### config.mk
export PLATFORM = sky130hd
export DESIGN_NAME = pc_sequencer
export DESIGN_NICKNAME = d
export VERILOG_FILES = /design/src/rtl/pc_sequencer.sv
export SDC_FILE = /design/constraint.sdc
export NUM_CORES = 1
export LEC_CHECK = 0
export ABC_AREA = 1
export BUFFER_PORTS_ARGS = -buffer_cell sky130_fd_sc_hd__buf_2
export CAP_MARGIN = 0
export CELL_PAD_IN_SITES_DETAIL_PLACEMENT = 1
export CELL_PAD_IN_SITES_GLOBAL_PLACEMENT = 1
export CORE_ASPECT_RATIO = 0.5
export CORE_MARGIN = 10
export CORE_UTILIZATION = 39
export DETAILED_ROUTE_END_ITERATION = 10
export PLACE_DENSITY_LB_ADDON = 0.1
export REMOVE_ABC_BUFFERS = 1
export SYNTH_ARGS = -nofsm -noshare
export SYNTH_HDL_FRONTEND = slang
export SYNTH_SLANG_ARGS = --single-unit
### constraint.sdc
create_clock -name clk -period 4.3 [get_ports clk]
set_clock_uncertainty 0.2 [all_clocks]
set_input_delay 0.43 -clock clk [delete_from_list [all_inputs] [get_ports clk]]
set_output_delay 0.43 -clock clk [all_outputs]
set_load 0.01 [all_outputs]
### src/rtl/pc_sequencer.sv
// Program-counter sequencer and run/halt controller for the single-cycle CPU.
// Owns the PC, picks the next PC (sequential, jump, taken branch, or hold on
// HALT), gates commit through instr_valid, and counts retired instructions.
module pc_sequencer #(
   parameter int                    PC_WIDTH  = 8,
   parameter logic [PC_WIDTH-1:0]   RESET_PC  = '0,
   parameter int                    CNT_WIDTH = 16
) (
   input  logic                 clk,
   input  logic                 rst,
   input  logic                 run_req,
   input  logic                 step_req,
   input  logic                 clear_halt,
   input  logic                 halt,
   input  logic                 jump,
   input  logic                 branch,
   input  logic                 branch_cond,
   input  logic [PC_WIDTH-1:0]  jump_target,
   input  logic [PC_WIDTH-1:0]  branch_offset,
   output logic [PC_WIDTH-1:0]  pc,
   output logic [PC_WIDTH-1:0]  pc_plus1,
   output logic                 instr_valid,
   output logic                 halted,
   output logic [1:0]           state,
   output logic [CNT_WIDTH-1:0] retired_count
);

   typedef enum logic [1:0] {
      IDLE   = 2'b00,
      RUN    = 2'b01,
      STEP   = 2'b10,
      HALTED = 2'b11
   } state_t;

   state_t                 state_q;
   state_t                 state_d;
   logic [PC_WIDTH-1:0]    pc_q;
   logic [PC_WIDTH-1:0]    pc_d;
   logic [PC_WIDTH-1:0]    pc_inc;
   logic [PC_WIDTH-1:0]    next_pc;
   logic [CNT_WIDTH-1:0]   cnt_q;
   logic [CNT_WIDTH-1:0]   cnt_d;
   logic                   commit;

   // Only RUN and STEP let the current instruction take effect.
   assign commit = (state_q == RUN) || (state_q == STEP);

   // pc+1 wraps naturally at the PC width; it doubles as the JUMPL link value.
   assign pc_inc = pc_q + PC_WIDTH'(1);

   // Next-PC selection: halt holds, then jump, then taken branch, else sequential.
   always_comb begin
      next_pc = pc_inc;
      if (halt) begin
         next_pc = pc_q;
      end else if (jump) begin
         next_pc = jump_target;
      end else if (branch && branch_cond) begin
         next_pc = pc_inc + branch_offset;
      end
   end

   // Run/step/halt controller; run_req outranks step_req, halt outranks a falling run_req.
   always_comb begin
      state_d = state_q;
      case (state_q)
         IDLE: begin
            if (run_req) begin
               state_d = RUN;
            end else if (step_req) begin
               state_d = STEP;
            end
         end
         RUN: begin
            if (halt) begin
               state_d = HALTED;
            end else if (!run_req) begin
               state_d = IDLE;
            end
         end
         STEP: begin
            if (halt) begin
               state_d = HALTED;
            end else begin
               state_d = IDLE;
            end
         end
         HALTED: begin
            if (clear_halt) begin
               state_d = IDLE;
            end
         end
         default: state_d = IDLE;
      endcase
   end

   // PC advances only on committing cycles; the counter saturates instead of wrapping.
   always_comb begin
      pc_d  = pc_q;
      cnt_d = cnt_q;
      if (commit) begin
         pc_d = next_pc;
         if (!halt && (cnt_q != {CNT_WIDTH{1'b1}})) begin
            cnt_d = cnt_q + CNT_WIDTH'(1);
         end
      end
   end

   // State, PC and retired counter registers, cleared immediately by reset.
   always_ff @(posedge clk or posedge rst) begin
      if (rst) begin
         state_q <= IDLE;
         pc_q    <= RESET_PC;
         cnt_q   <= '0;
      end else begin
         state_q <= state_d;
         pc_q    <= pc_d;
         cnt_q   <= cnt_d;
      end
   end

   assign pc            = pc_q;
   assign pc_plus1      = pc_inc;
   assign instr_valid   = commit;
   assign halted        = (state_q == HALTED);
   assign state         = state_q;
   assign retired_count = cnt_q;

endmodule

# ---- Word-level counts from Yosys, hierarchy flattened
# Cells that the tools add are included.
dict set report op_classes {
  addsub 3
  eq_ne 7
  n_mux 9
  bitwise_logic 1
  reduce_logical 8
}
# operator count
set ops {}
lappend ops {{$add 16x1->16 const B} 1}
lappend ops {{$mux 8} 2}
lappend ops {{$ne 16x16->1 const B} 1}
lappend ops {{$mux 2} 6}
lappend ops {{$add 8x1->8 const B} 1}
lappend ops {{$add 8x8->8} 1}
lappend ops {{$pmux 2 s4} 1}
lappend ops {{$ne 3x3->1 const B} 2}
lappend ops {{$eq 2x2->1 const B} 2}
lappend ops {{$reduce_and 2->1} 2}
lappend ops {{$reduce_and 3->1} 1}
lappend ops {{$eq 2x1->1 const B} 1}
lappend ops {{$logic_and 1x1->1} 2}
lappend ops {{$logic_not 2->1} 1}
lappend ops {{$ne 2x2->1 const B} 1}
lappend ops {{$logic_not 1->1} 1}
lappend ops {{$logic_or 1x1->1} 1}
lappend ops {{$not 1->1} 1}
dict set report totals {
  regBits 26
  out_inout_bits 36
  wordCells 31
}

# ---- Logic depth before layout (Yosys ltp)
# Gate-level depths: netlist of run 1.
dict set report logic_depth {
  depth_word 4
  depth_mapped 19
}

# ---- Worst setup path before layout of run 1
# OpenSTA, ideal clock, no wires.
dict set report synth_path {
  kind {register to register}
  start {reg pc_q[0], in the netlist pc[0]}
  end {reg pc_q[4], in the netlist pc[4]}
  setup_time_ns 0.122
  arrival_time_ns 2.043
  t_required_ns 3.978
  slack_ns 1.935
  path_stages_with_launch 13
  path_buffers 0
  period_less_slack_ns 2.365
  cell_sequence {dfrtp_1 inv_1 nor2_2 xnor2_1 inv_1 ha_1 a21oi_1 nand2_1 or2_2 nand3_1 o21ai_0 nand2_1 a21oi_1}
}
dict set report synth_via {
  elab_chain_cells 4
}
# element line
set synth_rtl {}
lappend synth_rtl {{start: declaration} 37} ;# logic [PC_WIDTH-1:0] pc_q;
lappend synth_rtl {{start signal: assignment} 117} ;# pc_q <= pc_d;
lappend synth_rtl {{$add 8x1->8} 49} ;# assign pc_inc = pc_q + PC_WIDTH'(1);
lappend synth_rtl {{via pc_plus1[0]} 21} ;# output logic [PC_WIDTH-1:0] pc_plus1,
lappend synth_rtl {{$add 8x8->8} 59} ;# next_pc = pc_inc + branch_offset;
lappend synth_rtl {{$mux 8} 58} ;# end else if (branch && branch_cond) begin
lappend synth_rtl {{$mux 8} 56} ;# end else if (jump) begin
# The timed path passes the listed nets, and every way through them passes these cells.
# A chain may end at the register's enable or synchronous reset.

# ---- Worst setup path in the final report of run 1
dict set report layout_path {
  start {reg pc_q[1], in the netlist pc[1]}
  end {reg pc_q[6], in the netlist pc[6]}
}
dict set report layout_via {
  elab_chain_cells 4
}
# element line
set layout_rtl {}
lappend layout_rtl {{$add 8x1->8 (*)} 49}
lappend layout_rtl {{$add 8x8->8} 59}
lappend layout_rtl {{$mux 8 (*)} 58}
lappend layout_rtl {{$mux 8 (*)} 56}
# Mark *: on every way between the ends. The rest lies on a longest branch, timed or not.

==> flow_summary_export.csv, run 1 <==
group,metric,value,unit
status,status,"completed",
synthesis,synth_cells,279,
setup_path,critPathKind,"flip-flop to flip-flop",
grt,grt_use_total,14.3,%
synthesis,yosysMostFrequentCell,"nand2_1",
synthesis,synth-seq-cells,26,
grt,grt_first_pass_wirelength,10300,um
clock_network,cts_tree,"built",
layout,fin_cells,410,
setup_path,path_delay_family,"simple AND/OR/NAND/NOR gates",
synthesis,synthArstFlopShare,100,%
synthesis,synth_largest_area_cell,"dfrtp_1",
layout,design_area,2420,um2
timing,hold_violations,0,
clock_network,cts_hold_buf,0,
floorplanning,initial_utilization,40.3,%
synthesis,synth_common_cells,"nand2_1 (78), inv_1 (33), nor2_1 (27), dfrtp_1 (26), nand3_1 (23)",
route,drt_iter0_drc,87,
grt,grt_pass1_vias,2139,
clock_network,clk_latency,0.27,ns
layout,antenna_cells,0,
clock_network,clock-sinks,26,
synthesis,synthXorXnorAreaFrac,7.96,%
synthesis,synth_edf_count,0,
setup_path,cp.required,4.30,ns
clock_network,ctsResizeCount,0,
synthesis,yosys.area_share.adder,9.86,%
synthesis,muxShareOfSynthArea,0,%
synthesis,synth_cell_types,28,
route,drt-wirelength-per-cell,14.7,um
synthesis,yosys.area_share.simple,32.2,%
timing,slew_headroom,32.6,%
setup_path,critPathMaxFanout,5,
layout,drive_gt1_share,22.4,%
synthesis,synth_area_leaders,"dfrtp_1 (33%), nand2_1 (15%), ha_1 (8.8%), inv_1 (6.3%), nand3_1 (5.8%)",
timing,maxSlewViolCount,0,
timing,hold-worst-slack,0.183,ns
route,drc_errors,0,
timing,period_minus_slack,2.56,ns
layout,register_area,651,um2
setup_path,crit_path_frequent_cell,"nand2_1",
route,antenna_left,0,
placed_design,dpl.hpwl,4980,um
min_path,min_path_type,"input pin to asynchronous set/reset pin",
synthesis,ys_warn_count,0,
timing,fmax,0.391,GHz
synthesis,synth_top_family_by_area,"simple AND/OR/NAND/NOR gates",
floorplanning,dieHeight,70.4,um
placed_design,dp.cells,406,
timing,fin_crit_sh,59.5,%
placed_design,port_buffers,60,
placed_design,routabilityCongestion,0.828,
setup_path,arrival,2.56,ns
route,dr.pass1.iters,4,
route,via_per_inst,4.82,
route,vias,1978,
layout,area_delta_synth_final,22.3,%
grt,grt_max_degree,27,
synthesis,ys.flop_type,"dfrtp_1",
clock_network,clock_path_buffers,2,
power,fin_total_pwr,1.52,mW
clock_network,cts-root-buf,"clkbuf_8",
setup_path,cp_slowest_stage_delay,0.43,ns
synthesis,synth_top_area_share,32.9,%
setup_path,cp_num_buf_inv,2,
placed_design,dpl_cell_area,2350,um2
timing,finalSetupViolations,0,
timing,setup_tns,0,ns
power,p_leak,1.30,nW
layout,fill_cells,679,
setup_path,crit_chain,"ha_1 > nand2_1 > inv_1 > nand2_1 > xor2_1 > inv_1 > ha_1 > nand2_1 > or2_2 > nand3_1 > nand2_1 > nand3_1 > nand2_1 > a21oi_1",
synthesis,avgSynthCellArea,7.09,um2
floorplanning,die_w,121,um
layout,multi_input_area,1170,um2
timing,worstMarginPinSlew,1.01,ns
synthesis,synth_compound_area_share,9.04,%
setup_path,crit_slowest_cell,"dfrtp_1",
layout,final_nets,381,
job,drv_cap,0,
floorplanning,die-area,8500,um2
route,routed_wl,6030,um
floorplanning,io_pins,61,
setup_path,worstSetupStartpointType,"flip-flop",
clock_network,post_cts_buffers,0,
clock_network,numCtsBuffers,3,
setup_path,cp-end-kind,"flip-flop",
floorplanning,coreArea,4910,um2
power,ir_worst_vdd,259,uV
floorplanning,rows,18,
synthesis,synth.yosys.seq_area_share,32.9,%
power,powerDensity,629,nW/um2
clock_network,clkTransAtPathRegs,0.10,ns
synthesis,synth_area,1980,um2
timing,rsz0062_at_grt,"no",
clock_network,cts.htree.levels,1,
grt,overflow,0,
grt,antenna_found_initial,0,
==> final timing paths <==
kind                                endpoint              from  slack [ns]  cells past startpoint
setup reg to reg                       pc[6]             pc[1]        1.74                     14
setup / recovery                       pc[6]             pc[1]        1.74                     14
hold / removal             retired_count[14]               rst        0.18                      2
hold reg to reg             retired_count[0]  retired_count[0]        0.34                      1
min in group clk                       pc[1]    jump_target[1]        0.27                      3
max in group asynchronous  retired_count[12]               rst        3.11                      2
==> sequential cells by signal (all words and copies together), names as in the netlist <==
register,count
state,2
retired_count,16
pc,8
==> routing by layer <==
layer  vias up  share of wire, %  global-route usage, %
met5         -                 0                      0
met2        30                49                   25.6
met3         6               4.7                   4.01
met1       924                45                   16.7
met4         0               1.2                   2.66
li1       1018                 -                      -
==> worst register-to-register path, delay by kind of cell (launching register included) <==
family | cells | cell delay [ns]
AOI/OAI and AO/OA | 1 | 0.12
xor gates and xnor gates | 1 | 0.18
adders and majority gates | 2 | 0.59
buffers and inverters | 2 | 0.15
DFF | 1 | 0.43
and+or+nand+nor | 8 | 0.82
==> kinds of logic after synthesis <==
group,count (synthesis)
AND/OR/NAND/NOR,146
buffers and inverters,40
AO/OA/AOI/OAI,34
flip-flops,26
XOR/XNOR,18
adder cells (fa/ha/maj),15
==> stage by stage <==
stage,setup slack [ns],utilization [%]
after floorplan,1.94,-
after global placement,1.83,47.8
after detailed placement,1.76,47.8
after CTS,1.75,49.3
after global routing,1.47,49.3
final,1.74,49.3
==> cell usage in the layout (no fill, tap or decap) <==
cell,synthesis,final
o211ai_1,2,2
buf_2,0,60
bufinv_16,0,1
ha_1,14,14
nand3_1,23,23
o21ai_1,1,1
nor3_1,4,4
dfrtp_1,26,26
inv_2,1,1
nand4_1,4,4
nand3_2,1,1
a31oi_1,1,1
o21ai_0,13,13
xnor2_1,9,9
nand2_2,2,2
or2_2,3,3
clkinv_1,2,2
nor2_1,27,27
clkbuf_8,0,3
o22ai_1,2,2
inv_4,1,1
nand2_1,78,78
fa_1,1,1
inv_1,33,33
nor2_2,1,1
a21oi_1,15,15
xor2_1,9,9
nand4_2,1,1
nand2_4,2,2
==> final cells by class <==
class                      count  share of cell area [%]
clock inverter                 1                    1.24
sequential                    26                    26.9
timing repair buffer          60                    12.4
inverter                      37                    5.84
clock buffer                   3                    1.71
multi-input combinational    213                    48.3
tap                           70                    3.62
==> power by group <==
group	leakage [nW]	internal (mW)	total (mW)	switching [mW]
Sequential	0.325	0.313	0.401	0.0872
Clock	0.0357	0.125	0.204	0.0798
Combinational	0.935	0.346	0.918	0.571
Note: power is estimated with default switching activity, not from simulation.
==> inputs of run 2 (changes only) <==
Settings changed: CORE_UTILIZATION 39 to 32.
Clock period 4.3 ns to 2.23 ns, I/O delays scaled along.
==> run 2 against run 1 <==
The flow now finishes with violations (setup timing). Sequential share of layout area down 4.1 points. Worst setup slack worse by 1.9 ns. Wire length up 7.7%. Via count up 6.2%. Fmax up 9.2%. Sequential power up 87%. Critical endpoint is now pc[7].
==> flow_summary_export.csv, run 2 (synthesis gave the netlist of run 1 again) <==
group,metric,value,unit
status,status,"finished, violations left",
status,violations,"setup timing",
layout,antenna_cells,0,
layout,drive_gt1_share,36.7,%
power,ir_worst_vdd,494,uV
layout,final_common_cell,"nand2_1",
power,combPwrFrac,66.7,%
power,powerDensity,1340,nW/um2
placed_design,dpl.hpwl,5290,um
clock_network,clock_path_buffers,2,
floorplanning,die_w,131,um
timing,setup_ws,-0.113,ns
clock_network,numCtsBuffers,3,
setup_path,cp_slowest_stage_delay,0.40,ns
route,antenna_left,0,
route,drc_errors,0,
min_path,min_from,"jump_target[2]",
clock_network,clkTransAtPathRegs,0.07,ns
power,fin_total_pwr,3.82,mW
job,drv_cap,0,
grt,grt_use_total,13.1,%
power,p_int,2.15,mW
route,drt_iter0_drc,52,
setup_path,critPathKind,"flip-flop to flip-flop",
placed_design,dpl_cell_area,2570,um2
clock_network,cts_tree,"built",
placed_design,routabilityCongestion,0.833,
power,p_leak,1.48,nW
setup_path,worstSetupStartpointType,"flip-flop",
setup_path,crit_start,"pc[0]",
setup_path,cp.required,2.19,ns
layout,design_area,2860,um2
placed_design,port_buffers,60,
layout,final_nets,414,
setup_path,rr_startpoint,"pc[0]",
floorplanning,coreArea,6030,um2
setup_path,crit_chain,"ha_2 > nand2_2 > inv_2 > nand2_2 > xor2_1 > inv_1 > ha_4 > nand2_2 > nand2_1 > nand2_1 > nand2_1 > inv_1 > nand2_2 > nand3_2 > nand3_2 > nand2_2 > nand2_2 > nand2_2",
timing,finalSetupViolations,5,
grt,grt_pass1_vias,2224,
setup_path,critPathMaxFanout,5,
setup_path,path_delay_family,"simple AND/OR/NAND/NOR gates",
timing,rsz0062_at_grt,"yes",
route,vias,2101,
timing,fmax,0.427,GHz
power,swShare,43.7,%
setup_path,cp-end-kind,"flip-flop",
grt,antenna_found_initial,0,
floorplanning,dieHeight,75.6,um
route,dr.pass1.iters,4,
route,drt-wirelength-per-cell,14.1,um
layout,layout_common_cells,"nand2_1 (68), buf_2 (60), buf_4 (32)",
min_path,min_path_type,"input pin to flip-flop",
grt,globalRouteMet1Util,15.7,%
timing,worstMarginPinSlew,0.355,ns
floorplanning,rows,20,
grt,grt-busiest-layer,"met2",
clock_network,clock-sinks,26,
setup_path,cp_num_buf_inv,3,
grt,grt_max_degree,27,
floorplanning,io_pins,61,
clock_network,clk_latency,0.26,ns
timing,maxSlewViolCount,0,
timing,period_minus_slack,2.34,ns
grt,grt_first_pass_wirelength,10900,um
power,switchingPower,1.67,mW
power,power_frac_seq,19.6,%
layout,largest_register_ff_count,16,
clock_network,cts-root-buf,"clkbuf_16",
grt,grtUsageMet3,2.57,%
grt,met2_usage,25.1,%
timing,slew_headroom,76.3,%
setup_path,arrival,2.30,ns
timing,hold_violations,0,
power,p_clk_share,13.7,%
setup_path,crit_slowest_cell,"dfrtp_1",
setup_path,crit_path_frequent_cell,"nand2_2",
floorplanning,die-area,9920,um2
grt,overflow,0,
route,via_per_inst,4.56,
route,routed_wl,6490,um
clock_network,cts.htree.levels,1,
timing,fin_crit_sh,105,%
layout,area_delta_synth_final,44.4,%
floorplanning,initial_utilization,32.8,%
-- run 2: metal layers --
metal / up-vias / share of wire [%] / routed length (um)
met5: - / 0 / 0
met4: 0 / 0.62 / 40
met3: 4 / 3.3 / 215
met2: 29 / 50 / 3260
met1: 988 / 46 / 2970
li1: 1080 / - / -
-- run 2: power groups by stage --
stage	combinational [mW]	clock [mW]	sequential (mW)
3_3_place_gp	2.16	0	0.749
6_report	2.55	0.524	0.749
5_1_grt	2.86	0.568	0.771
2_1_floorplan	1.13	0	0.810
3_5_place_dp	2.22	0	0.759
4_1_cts	2.43	0.545	0.750
-- run 2: area by class of cell --
type,count,area (um2)
well taps,88,110
multi-input cells,213,1300
flip-flops and latches,26,651
fillers,795,3170
inverters,37,141
repair buffers,93,551
clock buffers,3,75.1
clock inverters,1,30.0
-- run 2: worst reg2reg max path: stages, from the launching register on --
cell and delay, ns:
dfrtp_1 0.40, ha_2 0.20, nand2_2 0.08, inv_2 0.05
nand2_2 0.06, xor2_1 0.17, inv_1 0.11, ha_4 0.30
nand2_2 0.06, nand2_1 0.06, nand2_1 0.06, nand2_1 0.06
inv_1 0.05, nand2_2 0.06, nand3_2 0.08, nand3_2 0.08
nand2_2 0.06, nand2_2 0.05, nand2_2 0.04
-- run 2: path summary, 6_finish.rpt --
path / to / slack, ns / cells past startpoint
worst min register to register: retired_count[0] / 0.34 / 1
max in group asynchronous: state[1] / 1.18 / 4
worst min-delay path: pc[2] / 0.05 / 3
worst max register to register: pc[7] / -0.11 / 18
worst max-delay path: pc[7] / -0.11 / 18
min in group asynchronous: retired_count[8] / 0.39 / 4
-- run 2: repair_timing --
| item | in CTS | in global routing |
|---|---|---|
| resized for setup | 17 | 15 |
| endpoints found under the hold margin | 26 | 0 |
| pin swaps | 10 | 14 |
| setup buffers | 3 | 2 |
| hold buffers | 1 | 0 |
| setup endpoints to repair | 6 | 7 |
-- run 2: through the flow --
stage | worst slack (ns) | TNS [ns] | instances | util, % | hold slack, ns
after floorplan | -0.135 | -0.393 | 276 | - | 0.0630
after global placement | -0.137 | -0.459 | 451 | 42.7 | 0.0994
after detailed placement | -0.280 | -1.01 | 451 | 42.7 | 0.123
after CTS | -0.118 | -0.344 | 459 | 46.3 | 0.0661
after global routing | -0.288 | -1.38 | 461 | 47.4 | 0.0732
final | -0.113 | -0.357 | 461 | 47.4 | 0.0471
==> inputs of run 3 (changes only) <==
Settings changed: PLACE_DENSITY_LB_ADDON 0.1 to 0.25.
==> run 3 against run 2 <==
The flow still finishes with violations (setup timing). Clock power is 16% lower. Worst setup slack worse by 0.019 ns. Wire length rose by 4.0%. Critical endpoint is now pc[4]. Critical path type unchanged. Non-clock buffer count grew 9.
==> flow_summary_export.csv, run 3 (synthesis gave the netlist of run 1 again) <==
group,metric,value,unit
layout,drive_gt1_share,39.3,%
grt,grt_use_total,13.4,%
setup_path,cp.required,2.17,ns
grt,grt_pass1_vias,2309,
power,fin_total_pwr,3.92,mW
layout,final_common_cell,"nand2_1",
floorplanning,die_w,131,um
timing,maxSlewViolCount,0,
layout,fin_cells,470,
layout,fill_cells,774,
setup_path,arrival,2.31,ns
route,antenna_left,0,
clock_network,clock-sinks,26,
floorplanning,dieHeight,75.6,um
clock_network,clock_path_buffers,2,
grt,antenna_found_initial,0,
setup_path,crit_chain,"ha_2 > nand2_2 > inv_2 > nand2_2 > xor2_2 > inv_2 > ha_4 > buf_4 > or2_2 > nand3_1 > o21ai_1 > nand2_1 > a21oi_1",
route,drt_iter0_drc,82,
route,dr.pass1.iters,4,
floorplanning,io_pins,61,
power,p_leak,1.53,nW
route,drt-wirelength-per-cell,14.4,um
setup_path,cp-end-kind,"flip-flop",
setup_path,critPathMaxFanout,4,
timing,fmax,0.423,GHz
setup_path,worstSetupStartpointType,"flip-flop",
setup_path,critPathKind,"flip-flop to flip-flop",
power,ir_worst_vdd,471,uV
setup_path,cp_num_buf_inv,3,
min_path,min_path_type,"input pin to flip-flop",
layout,layout_common_cells,"nand2_1 (70), buf_2 (60), buf_4 (41)",
power,powerDensity,1330,nW/um2
timing,period_minus_slack,2.36,ns
timing,worstMarginPinSlew,0.341,ns
layout,antenna_cells,0,
layout,largest_register_ff_count,16,
grt,grt_first_pass_wirelength,11200,um
status,violations,"setup timing",
grt,overflow,0,
setup_path,crit_slowest_cell,"dfrtp_1",
timing,finalSetupViolations,5,
timing,rsz0062_at_grt,"yes",
setup_path,cp_slowest_stage_delay,0.40,ns
route,drc_errors,0,
timing,setup_ws,-0.132,ns
timing,fin_crit_sh,106,%
clock_network,cts.htree.levels,1,
timing,hold_violations,0,
placed_design,dp.cells,454,
clock_network,clk_latency,0.26,ns
layout,final_nets,423,
floorplanning,initial_utilization,32.8,%
clock_network,clkTransAtPathRegs,0.07,ns
route,via_per_inst,4.68,
floorplanning,coreArea,6030,um2
placed_design,port_buffers,60,
layout,area_delta_synth_final,48.5,%
job,drv_cap,0,
timing,slew_headroom,77.3,%
status,status,"finished, violations left",
route,vias,2201,
floorplanning,die-area,9920,um2
timing,hold-worst-slack,0.0446,ns
clock_network,cts_tree,"built",
clock_network,numCtsBuffers,3,
route,routed_wl,6750,um
placed_design,dpl.hpwl,5250,um
grt,grt_max_degree,27,
setup_path,path_delay_family,"simple AND/OR/NAND/NOR gates",
clock_network,cts-root-buf,"clkbuf_16",
floorplanning,rows,20,
placed_design,routabilityCongestion,0.834,
==> run 3: final cells by class <==
type                       count  area (um2)  share of cell area [%]
multi-input combinational    213        1330                    45.3
timing repair buffer         102         618                    21.0
sequential                    26         651                    22.1
clock buffer                   4        88.8                    3.02
inverter                      37         141                    4.81
tap                           88         110                    3.75
==> run 3: path summary, 6_finish.rpt <==
check	endpoint	slack [ns]	depth (start not counted)	startpoint
worst max-delay path	pc[4]	-0.13	13	pc[0]
worst min-delay path	pc[2]	0.04	3	jump_target[2]
worst max register to register	pc[4]	-0.13	13	pc[0]
worst min register to register	retired_count[13]	0.34	2	retired_count[13]
max in group asynchronous	retired_count[11]	1.22	4	rst
min in group asynchronous	pc[2]	0.36	4	rst
==> run 3: per-stage QoR <==
stage	utilization (%)	setup slack [ns]	setup TNS, ns	instance area [um2]
floorplan	-	-0.135	-0.393	1960
global placement	43.0	-0.137	-0.633	2600
detailed placement	43.0	-0.300	-1.29	2600
CTS	47.1	-0.111	-0.294	2840
global route	48.7	-0.269	-1.19	2940
finish	48.7	-0.132	-0.380	2940
==> run 3: worst register-to-register path: stages (launching register included) <==
cell     delay (ns)
dfrtp_1        0.40
ha_2           0.20
nand2_2        0.09
inv_2          0.05
nand2_2        0.07
xor2_2         0.18
inv_2          0.08
ha_4           0.24
buf_4          0.14
or2_2          0.29
nand3_1        0.07
o21ai_1        0.09
nand2_1        0.08
a21oi_1        0.08
==> run 3: what timing repair did <==
action,4_1_cts,5_1_grt
setup buffers,5,6
pin swaps,20,12
hold buffers,1,0
setup endpoints to repair,6,7
hold endpoints to repair,26,0
cloned,0,0
gates resized for setup,26,15
==> run 3: layer usage <==
metal | GRT usage, % | up-vias | wire [um] | part of all wire (%)
li1 | - | 1098 | - | -
met1 | 14.9 | 1074 | 2930 | 43
met2 | 27.4 | 27 | 3640 | 54
met3 | 2.37 | 2 | 167 | 2.5
met4 | 1.36 | 0 | 10 | 0.15
met5 | 0 | - | 0 | 0
==> run 3: where the power goes <==
part | leakage (nW) | internal [mW] | switching [mW]
registers | 0.325 | 0.605 | 0.149
logic | 1.16 | 1.30 | 1.42
clock network | 0.0442 | 0.275 | 0.165
